`config.mk`:
```
export PLATFORM = sky130hd
export DESIGN_NAME = a5_keystream_engine
export DESIGN_NICKNAME = d
export VERILOG_FILES = /design/src/rtl/a5_keystream_engine.sv
export SDC_FILE = /design/constraint.sdc
export NUM_CORES = 1
export LEC_CHECK = 0
export ABC_AREA = 0
export BUFFER_PORTS_ARGS = -buffer_cell sky130_fd_sc_hd__buf_2
export CAP_MARGIN = 15
export CORE_AREA = 8 8 137 139
export DETAILED_ROUTE_END_ITERATION = 6
export DIE_AREA = 0 0 145 147
export GPL_ROUTABILITY_DRIVEN = 0
export PLACE_DENSITY_LB_ADDON = 0.1
export SETUP_SLACK_MARGIN = 0.3
export SLEW_MARGIN = 5
export SYNTH_ARGS = -nofsm -noshare
export SYNTH_HDL_FRONTEND = slang
export SYNTH_SLANG_ARGS = --single-unit
```
`constraint.sdc`:
```
create_clock -name clk -period 2.48 [get_ports clk]
set_input_delay 0.248 -clock clk [delete_from_list [all_inputs] [get_ports clk]]
set_output_delay 0.248 -clock clk [all_outputs]
set_load 0.005 [all_outputs]
```
`src/rtl/a5_keystream_engine.sv`:
```
// -----------------------------------------------------------------------------
// a5_keystream_engine
//
// A5/1-style stream cipher engine. A start pulse loads a session key and a
// frame number into three LFSRs, runs the warm-up mixing phase, and then
// produces one DATA_W-bit keystream word ahead of each plaintext word. Each
// accepted plaintext word is XORed with the pending keystream word, and the
// result is held in an output register that uses a valid/ready handshake.
//
// Ports
//   clk        in   1        single clock, rising edge
//   reset      in   1        synchronous, active-high reset
//   start      in   1        pulse; begin keying with key/frame
//   key        in   KEY_W    session key, sampled on start
//   frame      in   FRAME_W  frame number, sampled on start
//   busy       out  1        keying or mixing in progress
//   keyed      out  1        mixing complete, keystream available
//   in_valid   in   1        plaintext word offered
//   in_data    in   DATA_W   plaintext word
//   in_ready   out  1        engine accepts in_data this cycle
//   out_valid  out  1        ciphertext word held
//   out_data   out  DATA_W   in_data XOR keystream word
//   out_ready  in   1        consumer accepts out_data
// -----------------------------------------------------------------------------
module a5_keystream_engine #(
    parameter int KEY_W      = 64,
    parameter int FRAME_W    = 22,
    parameter int MIX_CYCLES = 100,
    parameter int DATA_W     = 8
) (
    input  logic               clk,
    input  logic               reset,
    input  logic               start,
    input  logic [KEY_W-1:0]   key,
    input  logic [FRAME_W-1:0] frame,
    output logic               busy,
    output logic               keyed,
    input  logic               in_valid,
    input  logic [DATA_W-1:0]  in_data,
    output logic               in_ready,
    output logic               out_valid,
    output logic [DATA_W-1:0]  out_data,
    input  logic               out_ready
);

    typedef enum logic [2:0] {
        IDLE,
        LOAD_KEY,
        LOAD_FRAME,
        MIX,
        GEN,
        HOLD
    } state_t;

    state_t state, state_next;

    logic [18:0]        r1;
    logic [21:0]        r2;
    logic [22:0]        r3;
    logic [KEY_W-1:0]   key_sh;     // key bits consumed LSB first
    logic [FRAME_W-1:0] frame_sh;   // frame bits consumed LSB first
    logic [31:0]        cnt;        // cycles spent in the current timed state
    logic [DATA_W-1:0]  ks_word;
    logic               accept;

    // Feedback parity of each register.
    logic fb1, fb2, fb3;
    assign fb1 = r1[18] ^ r1[17] ^ r1[16] ^ r1[13];
    assign fb2 = r2[21] ^ r2[20];
    assign fb3 = r3[22] ^ r3[21] ^ r3[20] ^ r3[7];

    // Linear (keying) step: every register steps and absorbs one load bit.
    logic        load_bit;
    logic [18:0] r1_lin;
    logic [21:0] r2_lin;
    logic [22:0] r3_lin;
    assign load_bit = (state == LOAD_KEY) ? key_sh[0] : frame_sh[0];
    assign r1_lin   = {r1[17:0], fb1 ^ load_bit};
    assign r2_lin   = {r2[20:0], fb2 ^ load_bit};
    assign r3_lin   = {r3[21:0], fb3 ^ load_bit};

    // Majority step: only registers whose clock bit agrees with the majority move.
    logic        maj;
    logic [18:0] r1_maj;
    logic [21:0] r2_maj;
    logic [22:0] r3_maj;
    logic        ks_bit;
    assign maj    = (r1[8] & r2[10]) | (r1[8] & r3[10]) | (r2[10] & r3[10]);
    assign r1_maj = (r1[8]  == maj) ? {r1[17:0], fb1} : r1;
    assign r2_maj = (r2[10] == maj) ? {r2[20:0], fb2} : r2;
    assign r3_maj = (r3[10] == maj) ? {r3[21:0], fb3} : r3;
    assign ks_bit = r1_maj[18] ^ r2_maj[21] ^ r3_maj[22];

    // Next-state and handshake decode.
    always_comb begin
        // NOTE: every output of this block gets a default first so that no path
        // leaves one unassigned, which would otherwise infer a latch.
        state_next = state;
        busy       = 1'b0;
        in_ready   = 1'b0;
        accept     = 1'b0;
        case (state)
            IDLE: ;
            LOAD_KEY: begin
                busy = 1'b1;
                if (cnt == 32'(KEY_W - 1)) state_next = LOAD_FRAME;
            end
            LOAD_FRAME: begin
                busy = 1'b1;
                if (cnt == 32'(FRAME_W - 1)) state_next = (MIX_CYCLES == 0) ? GEN : MIX;
            end
            MIX: begin
                busy = 1'b1;
                if (cnt == 32'(MIX_CYCLES - 1)) state_next = GEN;
            end
            GEN: begin
                // Only the first keystream word after keying counts as busy.
                busy = ~keyed;
                if (cnt == 32'(DATA_W - 1)) state_next = HOLD;
            end
            HOLD: begin
                in_ready = ~out_valid | out_ready;
                if (in_valid && in_ready) begin
                    accept     = 1'b1;
                    state_next = GEN;
                end
            end
            default: state_next = IDLE;
        endcase
        // A restart wins over any handshake offered in the same cycle.
        if (start) begin
            state_next = LOAD_KEY;
            accept     = 1'b0;
        end
    end

    // NOTE: sequential state uses non-blocking assignments so every register
    // samples pre-edge values regardless of statement order.
    always_ff @(posedge clk) begin
        if (reset) state <= IDLE;
        else       state <= state_next;
    end

    always_ff @(posedge clk) begin
        if (reset) begin
            r1        <= '0;
            r2        <= '0;
            r3        <= '0;
            key_sh    <= '0;
            frame_sh  <= '0;
            cnt       <= '0;
            ks_word   <= '0;
            keyed     <= 1'b0;
            out_valid <= 1'b0;
            out_data  <= '0;
        end else if (start) begin
            key_sh    <= key;
            frame_sh  <= frame;
            r1        <= '0;
            r2        <= '0;
            r3        <= '0;
            cnt       <= '0;
            keyed     <= 1'b0;
            out_valid <= 1'b0;
        end else begin
            if (state_next != state) cnt <= '0;
            else if (state != IDLE && state != HOLD) cnt <= cnt + 32'd1;

            case (state)
                LOAD_KEY, LOAD_FRAME: begin
                    r1 <= r1_lin;
                    r2 <= r2_lin;
                    r3 <= r3_lin;
                    if (state == LOAD_KEY) key_sh   <= key_sh >> 1;
                    else                   frame_sh <= frame_sh >> 1;
                end
                MIX: begin
                    r1 <= r1_maj;
                    r2 <= r2_maj;
                    r3 <= r3_maj;
                end
                GEN: begin
                    r1      <= r1_maj;
                    r2      <= r2_maj;
                    r3      <= r3_maj;
                    // Shift left so the first bit generated ends up in the MSB.
                    ks_word <= (ks_word << 1) | DATA_W'(ks_bit);
                    if (state_next == HOLD) keyed <= 1'b1;
                end
                default: ;
            endcase

            if (accept) begin
                out_data  <= in_data ^ ks_word;
                out_valid <= 1'b1;
            end else if (out_ready) begin
                out_valid <= 1'b0;
            end
        end
    end

endmodule

```
==> out/results.tsv <==
stage	metric	value	unit
outcome	status	complete, no violations	
synth	yosysSeqAreaShare	45.27	%
global_route	grt_antenna_before_repair	1	
global_route	grt_max_degree	173	
routing	wl_per_cell	13.49	microns
timing	slew_viol_final	0	
global_route	grt_pass1_vias	7065	
critical_path	worst_setup_path_start_kind	flip-flop	
timing	slew_headroom	28.79	%
clock_tree	cts_sinks	203	
routing	routed_via_density	5.154	
timing	fin_crit_sh	83.41	%
clock_tree	clkSlewWorstSetupHoldPaths	0.06	ns
die	ios	111	
critical_path	crit_required	2.23	ns
routing	drt-total-wl	19780	microns
critical_path	worstPathArrival	1.82	ns
synth	ys_seq_elements	203	
global_route	grt_use_total	17.66	%
synth	ys_warn_count	0	
clock_tree	cts-root-buf	clkbuf_16	
power_and_ir_drop	sw_frac_of_total	22.36	%
timing	final-hold-violation-count	0	
layout	nFillCells	1385	
power_and_ir_drop	p_sw	0.001603	W
place	port_buffers	110	
clock_tree	cts_tree	built	
timing	setup_violations	0	
critical_path	path_cells	or3b_2 -> buf_4 -> o21ai_1 -> buf_2	
job	drv_cap	0	
power_and_ir_drop	power.density	641.6	mW/mm^2
synth	ys_types	60	
power_and_ir_drop	p_comb_share	8.9	%
global_route	grt_pass1_wl	33000	microns
power_and_ir_drop	pwr-share-seq	47.4	%
die	start_util	53.57	%
global_route	grt_overflow	0	
power_and_ir_drop	intPower	0.005566	W
routing	drtIter0Drc	356	
synth	synth_flop_cell	dfxtp_1	
layout	design_area	0.01117	sq mm
routing	dr.pass1.iters	5	
synth	synthesis.instances	1075	
timing	period_minus_slack	2.069	ns
critical_path	crit_path_top_delay_cell	or3b_2	
layout	fin_nets	1334	
power_and_ir_drop	p_leak	4.217	nW
power_and_ir_drop	ir_worst_vdd	489.2	uV
routing	ant_nets	0	
power_and_ir_drop	finalPower	0.007169	W
timing	rsz0062_at_grt	false	
clock_tree	insertion_delay	0.49	ns
critical_path	worstPathMaxFanout	11	
clock_tree	h-tree-depth	1	
layout	drive_above_1_share	15.87	%
synth	avgSynthCellArea	8.350	sq um
synth	async_flop_share	0	%
critical_path	crit_type	reg2out	
die	core	0.01676	sq mm
die	die_h	147	microns
die	die-area	0.02132	sq mm
clock_tree	clk_path_buf_depth	3	
synth	synth.net_count	1179	
place	dp_hpwl	12250	microns
routing	drc	0	
die	std_cell_rows	48	
place	place_area	0.009791	sq mm
die	die_width	145	microns
timing	finClkSkew	0.01681	ns
routing	vias	7561	
layout	area_growth	24.48	%
synth	synth_edf_count	0	
clock_tree	cts_buffers	22	
timing	fmax	483.4	MHz
synth	syn_area	0.008976	sq mm
power_and_ir_drop	pwr-share-clk	43.7	%
critical_path	cpPeakStageDelay	0.49	ns
timing	tightest_slew	1.068	ns
critical_path	crit_path_end_kind	output port	
hold_path	hold_path_class	in2reg	
timing	setup_tns	0	ns
-- critical path, delay by kind of cell, from the launching register on --
| family | cells | cell delay, ns |
|---|---|---|
| AOI/OAI and AO/OA | 1 | 0.14 |
| buffers and inverters | 2 | 0.32 |
| DFF | 1 | 0.38 |
| and+or+nand+nor | 1 | 0.49 |
-- layout by cell type (no fill, tap or decap), types with 3 or more instances in the layout --
cell and count:
inv_1 10, a21oi_1 147, nor2_1 233, buf_4 25, clkbuf_8 4, a211oi_1 18
nor3_1 9, dfxtp_1 200, o22ai_1 3, dlygate4sd3_1 63, clkbuf_1 6, nand4_1 5
buf_2 108, mux2i_1 109, or3_1 11, o2111ai_1 3, nor2b_1 3, dfxtp_2 3
clkbuf_16 23, nand2_1 113, buf_6 3, o21ai_0 9, nand2b_1 3, nand3_1 14
buf_12 5, ha_1 3, nor4_1 15, xnor2_1 40
-- per-stage QoR --
step           hold slack (ns)  util, %  setup WS (ns)  cells
6_report              0.005411    66.68         0.4114   1467
5_1_grt               0.007412    66.68         0.3104   1467
4_1_cts              0.0004377    66.35         0.3223   1465
3_5_place_dp            0.4437    58.43         0.1226   1367
3_3_place_gp            0.4394    58.43         0.1722   1367
2_1_floorplan           0.3866        -         0.4465   1075
-- registers in the layout, indices dropped and copies added (netlist names) --
name,cells
cnt,32
frame_sh,22
key_sh,64
keyed,1
ks_word,8
out_data,8
out_valid,1
r1,19
r2,22
r3,23
state,3
-- power by group through the flow --
stage               registers, W  logic [W]  clock network (W)
floorplan                0.00345   0.000388                  0
global placement         0.00346   0.000552                  0
detailed placement       0.00347   0.000555                  0
CTS                      0.00340   0.000636            0.00324
global route             0.00340   0.000710            0.00335
finish                   0.00340   0.000641            0.00313
-- cell families after synthesis --
logic type | synth area share (%)
AOI/OAI and AO/OA | 12.52
xor gates and xnor gates | 4.279
and+or+nand+nor | 20.98
DFF | 45.27
muxes | 12.16
buffers and inverters | 3.987
adders and majority gates | 0.8085
-- synth_stat cells (4+ instances only) --
master | n | share of area, %
nor3_1 | 9 | 0.50
mux2i_1 | 109 | 12
ha_1 | 5 | 0.70
nor3b_1 | 4 | 0.33
xnor2_1 | 40 | 3.9
nand4_1 | 5 | 0.35
a211oi_1 | 19 | 1.6
o21ai_0 | 10 | 0.56
nor2_1 | 233 | 9.7
nand3_1 | 14 | 0.78
or3_1 | 11 | 0.77
buf_1 | 6 | 0.25
dfxtp_1 | 203 | 45
nor4_1 | 15 | 1.0
clkbuf_1 | 44 | 1.8
buf_2 | 20 | 1.1
a21oi_1 | 147 | 8.2
inv_1 | 10 | 0.42
nand2_1 | 113 | 4.7
-- worst paths after layout --
check | slack (ns) | start | cells past startpoint | endpoint
setup / recovery | 0.41 | state[1] | 4 | busy
hold / removal | 0.005 | key[7] | 3 | key_sh[7]
setup reg to reg | 0.44 | cnt[10] | 6 | cnt[28]
hold reg to reg | 0.45 | r3[4] | 2 | r3[5]
-- final cells by class --
cell class	instances	area, sq um	area share (%)
antenna	1	2.502	0.02240
timing repair buffer	204	1493	13.36
clock buffer	33	653.1	5.845
sequential	203	4068	36.41
clock inverter	2	38.79	0.3471
tap	225	281.5	2.520
multi-input combinational	789	4599	41.16
inverter	10	37.54	0.3359
-- repair_timing --
action                                  in CTS  in global routing
cloned                                       0                  0
pin swaps                                    0                  1
setup buffers                                0                  1
gates resized for setup                      4                 10
hold buffers                                63                  0
endpoints found under the hold margin       63                  0
endpoints found under the setup margin      17                 88
-- metal layers --
| layer | part of all wire (%) | up-vias | global-route usage [%] |
|---|---|---|---|
| li1 | - | 3973 | - |
| met1 | 47 | 3425 | 22.58 |
| met2 | 47 | 125 | 29.63 |
| met3 | 3.8 | 38 | 3.076 |
| met4 | 2.3 | 0 | 5.839 |
| met5 | 0 | - | 0 |
Note: power is estimated with default switching activity, not from simulation.
